--- src/rtl/parking_access_arbiter.sv ---
// -----------------------------------------------------------------------------
// parking_access_arbiter
//
// Purpose:
//   Sequencing controller for the shared occupancy counter of the parking
//   lot. It latches one-cycle entry/exit request pulses from the two lane
//   detectors and serves one lane at a time, alternating lanes when both are
//   waiting. It refuses entries when the lot is full and exits when it is
//   empty. For every granted request it emits a single inc/dec pulse to the
//   external counter and holds that lane's barrier open for HOLD_CYCLES
//   cycles.
//
// Ports:
//   clk           in   system clock, rising edge
//   reset         in   synchronous active-high reset
//   entry_req     in   one-cycle pulse, vehicle at entry lane
//   exit_req      in   one-cycle pulse, vehicle at exit lane
//   count         in   current occupancy (updates the cycle after inc/dec)
//   inc           out  one-cycle increment pulse to the counter
//   dec           out  one-cycle decrement pulse to the counter
//   entry_gate    out  entry barrier open (level)
//   exit_gate     out  exit barrier open (level)
//   entry_denied  out  one-cycle pulse, entry refused (lot full)
//   exit_denied   out  one-cycle pulse, exit refused (lot empty)
//   req_overrun   out  one-cycle pulse, a request hit an already-pending lane
//   full          out  combinational, count >= CAPACITY
//   empty         out  combinational, count == 0
//   busy          out  controller is not idle
// -----------------------------------------------------------------------------
module parking_access_arbiter #(
    parameter int CAPACITY    = 99,
    parameter int CNT_W       = 7,
    parameter int HOLD_CYCLES = 100_000_000
) (
    input  logic             clk,
    input  logic             reset,
    input  logic             entry_req,
    input  logic             exit_req,
    input  logic [CNT_W-1:0] count,
    output logic             inc,
    output logic             dec,
    output logic             entry_gate,
    output logic             exit_gate,
    output logic             entry_denied,
    output logic             exit_denied,
    output logic             req_overrun,
    output logic             full,
    output logic             empty,
    output logic             busy
);

    // HOLD_CYCLES >= 2, so HOLD_CYCLES-1 always fits in clog2(HOLD_CYCLES) bits.
    localparam int               TMR_W    = $clog2(HOLD_CYCLES);
    localparam logic [TMR_W-1:0] TMR_LOAD = TMR_W'(HOLD_CYCLES - 1);
    localparam logic [TMR_W-1:0] TMR_ONE  = TMR_W'(1);
    localparam logic [CNT_W-1:0] CAP_V    = CNT_W'(CAPACITY);

    // Lane encoding, also used as the index into the pending vector.
    localparam logic LANE_EN = 1'b0;
    localparam logic LANE_EX = 1'b1;

    typedef enum logic [2:0] {
        S_IDLE,
        S_GRANT_EN,
        S_GRANT_EX,
        S_DENY_EN,
        S_DENY_EX,
        S_HOLD
    } state_t;

    state_t           r_state;
    state_t           w_state_next;
    logic [1:0]       r_pend;
    logic [1:0]       w_pend_next;
    logic [1:0]       w_req;
    logic [1:0]       w_clr;
    logic [1:0]       w_drop;
    logic             r_last_served;
    logic             r_lane;
    logic [TMR_W-1:0] r_timer;
    logic             r_overrun;
    logic             w_sel;

    assign full  = (count >= CAP_V);
    assign empty = (count == '0);

    assign w_req = {exit_req, entry_req};

    // A lane's pending flag is consumed in the cycle its grant or deny state
    // is active, not when IDLE picks it, so a request arriving in that same
    // cycle is still kept.
    assign w_clr[LANE_EN] = (r_state == S_GRANT_EN) || (r_state == S_DENY_EN);
    assign w_clr[LANE_EX] = (r_state == S_GRANT_EX) || (r_state == S_DENY_EX);

    // Per-lane pending bookkeeping: set beats clear; a request landing on a
    // flag that is set and not being consumed is lost and reported.
    genvar gi;
    generate
        for (gi = 0; gi < 2; gi++) begin : g_lane
            assign w_drop[gi]      = w_req[gi] & r_pend[gi] & ~w_clr[gi];
            assign w_pend_next[gi] = w_req[gi] | (r_pend[gi] & ~w_clr[gi]);
        end
    endgenerate

    // With both lanes waiting, serve the one that did not go last;
    // otherwise serve whichever lane is pending (entry when only it is).
    assign w_sel = (r_pend == 2'b11) ? ~r_last_served : r_pend[LANE_EX];

    // State register
    always_ff @(posedge clk) begin
        if (reset) begin
            r_state <= S_IDLE;
        end else begin
            r_state <= w_state_next;
        end
    end

    // Pending flags, served-lane history, hold timer and overrun pulse
    always_ff @(posedge clk) begin
        if (reset) begin
            r_pend        <= 2'b00;
            r_last_served <= LANE_EX;
            r_lane        <= LANE_EN;
            r_timer       <= '0;
            r_overrun     <= 1'b0;
        end else begin
            r_pend    <= w_pend_next;
            r_overrun <= |w_drop;
            case (r_state)
                S_GRANT_EN: begin
                    r_timer       <= TMR_LOAD;
                    r_lane        <= LANE_EN;
                    r_last_served <= LANE_EN;
                end
                S_GRANT_EX: begin
                    r_timer       <= TMR_LOAD;
                    r_lane        <= LANE_EX;
                    r_last_served <= LANE_EX;
                end
                S_DENY_EN: r_last_served <= LANE_EN;
                S_DENY_EX: r_last_served <= LANE_EX;
                S_HOLD:    r_timer       <= r_timer - TMR_ONE;
                default:   ;
            endcase
        end
    end

    // Next-state and Moore outputs
    always_comb begin
        w_state_next = r_state;
        inc          = 1'b0;
        dec          = 1'b0;
        entry_gate   = 1'b0;
        exit_gate    = 1'b0;
        entry_denied = 1'b0;
        exit_denied  = 1'b0;
        busy         = (r_state != S_IDLE);

        case (r_state)
            S_IDLE: begin
                if (r_pend != 2'b00) begin
                    if (w_sel == LANE_EN) begin
                        w_state_next = full ? S_DENY_EN : S_GRANT_EN;
                    end else begin
                        w_state_next = empty ? S_DENY_EX : S_GRANT_EX;
                    end
                end
            end
            S_GRANT_EN: begin
                inc          = 1'b1;
                entry_gate   = 1'b1;
                w_state_next = S_HOLD;
            end
            S_GRANT_EX: begin
                dec          = 1'b1;
                exit_gate    = 1'b1;
                w_state_next = S_HOLD;
            end
            S_DENY_EN: begin
                entry_denied = 1'b1;
                w_state_next = S_IDLE;
            end
            S_DENY_EX: begin
                exit_denied  = 1'b1;
                w_state_next = S_IDLE;
            end
            S_HOLD: begin
                entry_gate = (r_lane == LANE_EN);
                exit_gate  = (r_lane == LANE_EX);
                // The grant cycle plus HOLD_CYCLES-1 hold cycles give a gate
                // window of exactly HOLD_CYCLES.
                if (r_timer == TMR_ONE) begin
                    w_state_next = S_IDLE;
                end
            end
            default: w_state_next = S_IDLE;
        endcase
    end

    assign req_overrun = r_overrun;

endmodule
--- config.mk ---
export PLATFORM = sky130hd
export DESIGN_NAME = parking_access_arbiter
export DESIGN_NICKNAME = d
export VERILOG_FILES = /design/src/rtl/parking_access_arbiter.sv
export SDC_FILE = /design/constraint.sdc
export NUM_CORES = 1
export LEC_CHECK = 0
export ABC_AREA = 0
export CAP_MARGIN = 20
export CORE_AREA = 2 2 71 73
export DETAILED_ROUTE_END_ITERATION = 12
export DIE_AREA = 0 0 73 75
export GPL_ROUTABILITY_DRIVEN = 0
export PLACE_DENSITY = 0.68
export SETUP_SLACK_MARGIN = 0.02
export SLEW_MARGIN = 20
export SYNTH_ARGS = -nofsm -noshare
export SYNTH_HDL_FRONTEND = slang
export SYNTH_SLANG_ARGS = --single-unit
export TNS_END_PERCENT = 1
--- constraint.sdc ---
create_clock -name clk -period 2.6 [get_ports clk]
set_clock_uncertainty 0.1 [all_clocks]
set_input_delay 0.26 -clock clk [delete_from_list [all_inputs] [get_ports clk]]
set_output_delay 0.26 -clock clk [all_outputs]
set_load 0.1 [all_outputs]
==> flow_summary.ini <==
[outcome]
status = finished clean

[floorplanning]
core_mm2 = 0.00466
die_x_um = 73
initial_core_util_pct = 42.3
die_y_um = 75
die_area_mm2 = 0.00548
ios = 21
rows = 25

[critical_path]
max_stage_delay_ns = 0.54
reg2reg_slack_ns = 0.38
arrival_ns = 2.33
worstReg2RegEnd = r_timer[26]
cp_max_fo = 7
crit_type = reg -> reg
r2r_start = r_timer[0]
cp.required_ns = 2.71
reg2reg_depth = 6
path_cells = inv_1 > ha_1 > nor3b_2 > o2111ai_1 > or4_1 > a31oi_1
cpLargestDelayFamily = simple AND/OR/NAND/NOR gates
critPathLaunchType = flop
critPathBufInv = 1
cpMaxStageDelayCell = or4_1
worstSetupEndpointType = flop
cp.depth = 6

[sta]
layout_min_cycle_time_ns = 2.22
fmax_mhz = 451
holdWs_ns = 0.397
setup_viol = 0
hold_viol = 0
fin_tns_setup_ns = 0
drv_slew = 0
tightest_slew_ns = 0.765
fin_crit_sh_pct = 85.3
rsz0062_at_grt = false
slew_headroom_pct = 48.8

[worst_hold_path]
min_path_type = reg -> reg
hp-start = r_lane
min_to = r_lane
worstHoldPathCells = 2

[synth]
synth_flop_cell = dfxtp_1
synth.top_cell.area_share_pct = 35.5
syn-mean-instance-area_um2 = 8.32
yosysWarnings = 0
yosysTopAreaCell = dfxtp_1
synthesis.area_mm2 = 0.00197
synth_most_common_cell = dfxtp_1
ys_seq_elements = 35
synth-edff-count = 0
synthArstFlopShare_pct = 0
synthTopCellsByArea = dfxtp_1 36%, a21oi_1 4.1%, or4_1 3.4%
syn_nets = 250
yosysUniqueCellTypes = 57
synthCells = 237
seq_area_frac_synth_pct = 35.5
yosys-top-cells-count = 35 x dfxtp_1, 17 x nor2_1, 16 x a21oi_1

[power]
intPower_mw = 1.35
p_comb_share_pct = 49.0
swShare_pct = 47.1
leakage_nw = 0.847
clkPwrFrac_pct = 16.7
p_sw_mw = 1.20
peakVddDrop_mv = 0.472
pwr-share-seq_pct = 34.2
powerDensity_mw_per_mm2 = 1110

[clock_network]
cts.path.max_buffers = 2
cts_setup_buffers = 0
h-tree-depth = 2
cts-root-buf = clkbuf_8
cts_resized = 0
numClockSinks = 35
numCtsBuffers = 5
clock_latency_ns = 0.28
cts_tree = done
holdBufCountCts = 0
path_clk_slew_ns = 0.07

[drt]
drtIter0Drc = 119
ant_nets = 0
num_vias = 1802
drt-total-wl_mm = 4.41
drc = 0
via_per_inst = 5.83
wl_per_cell_um = 14.3
dr.pass1.iters = 4

[layout]
area_growth_pct = 16.6
nets = 267
diodes = 0
drive_above_1_share_pct = 14.9
fillerInstances = 450

[grt]
track_usage_pct = 17.6
grt_start_max_net_pins = 22
first_global_vias = 1635
grt_overflow = 0
grt_pass1_wl_mm = 7.55
antenna_found_initial = 0

[place]
io_buffers = 20
dp_hpwl_mm = 3.13

[job]
drv_cap = 0
layer usage:
layer / vias to the layer above / part of all wire [%] / track usage, %
met5: - / 0 / 0
met4: 0 / 1.5 / 6.17
met3: 6 / 2.9 / 4.28
met2: 29 / 46 / 28.0
met1: 837 / 50 / 23.2
li1: 930 / - / -
flip-flops by register name (all words and copies together), names as in the netlist:
signal and cells:
r_state 3, req_overrun 1, r_timer 27, r_last_served 1
r_pend 2, r_lane 1
worst max-delay path by stage:
stage	start	endpoint	slack, ns
after floorplan	r_state[1]	entry_gate	0.18
after global placement	r_state[0]	r_timer[21]	0.48
after detailed placement	r_timer[1]	r_timer[26]	0.41
after CTS	r_timer[1]	r_timer[26]	0.39
after global routing	r_timer[1]	r_timer[26]	0.17
final	r_timer[0]	r_timer[26]	0.38
power by group through the flow:
stage | clock network, mW | registers (mW) | logic, mW
2_1_floorplan | 0 | 0.836 | 1.04
4_1_cts | 0.443 | 0.867 | 1.25
3_5_place_dp | 0 | 0.876 | 1.25
3_3_place_gp | 0 | 0.872 | 1.24
5_1_grt | 0.464 | 0.900 | 1.38
6_report | 0.427 | 0.874 | 1.25
per-stage QoR:
stage,worst slack [ns],utilization (%),area [um2],power (mW),cells
floorplan,0.175,-,1970,1.88,237
global placement,0.485,47.2,2200,2.11,301
detailed placement,0.410,47.2,2200,2.12,301
CTS,0.391,49.3,2300,2.56,309
global route,0.173,49.3,2300,2.75,309
finish,0.381,49.3,2300,2.55,309
placed cells by master (no fill, tap or decap), types with 3 or more instances in the layout:
| cell type | n |
|---|---|
| nand3_1 | 3 |
| buf_4 | 11 |
| a31oi_1 | 7 |
| nor2_1 | 17 |
| dfxtp_1 | 35 |
| inv_1 | 11 |
| or2_2 | 5 |
| o31ai_1 | 5 |
| o311a_1 | 3 |
| a211oi_1 | 4 |
| o211ai_1 | 7 |
| mux2i_1 | 3 |
| a21oi_1 | 16 |
| o31a_1 | 3 |
| nor4_1 | 9 |
| nand2_1 | 15 |
| o21ai_0 | 8 |
| a311oi_1 | 4 |
| clkbuf_8 | 7 |
| nand2b_1 | 3 |
| clkdlybuf4s50_1 | 10 |
| xor2_1 | 3 |
| nor3_1 | 13 |
| or3_1 | 4 |
| or4_1 | 9 |
cell families after synthesis:
kind of cell	synth area share (%)
compound gates	23.3
fa+ha+maj	1.27
buf+inv	5.52
mux	2.09
simple gates	30.1
xor+xnor	2.22
flops	35.5
final cells by class:
cell class | count | area [um2] | area share, %
repair buffers | 23 | 223 | 9.69
multi-input cells | 177 | 1160 | 50.6
inverters | 12 | 45.0 | 1.96
well taps | 54 | 67.6 | 2.94
clock buffers | 8 | 100 | 4.35
flip-flops and latches | 35 | 701 | 30.5
worst register-to-register path: cells and delay by family (launching register included):
kind,cells,cell delay [ns]
compound gates,2,0.49
simple gates,2,0.93
buf+inv,1,0.08
fa+ha+maj,1,0.17
flops,1,0.37
No activity file was read; power rests on OpenSTA's default activity.
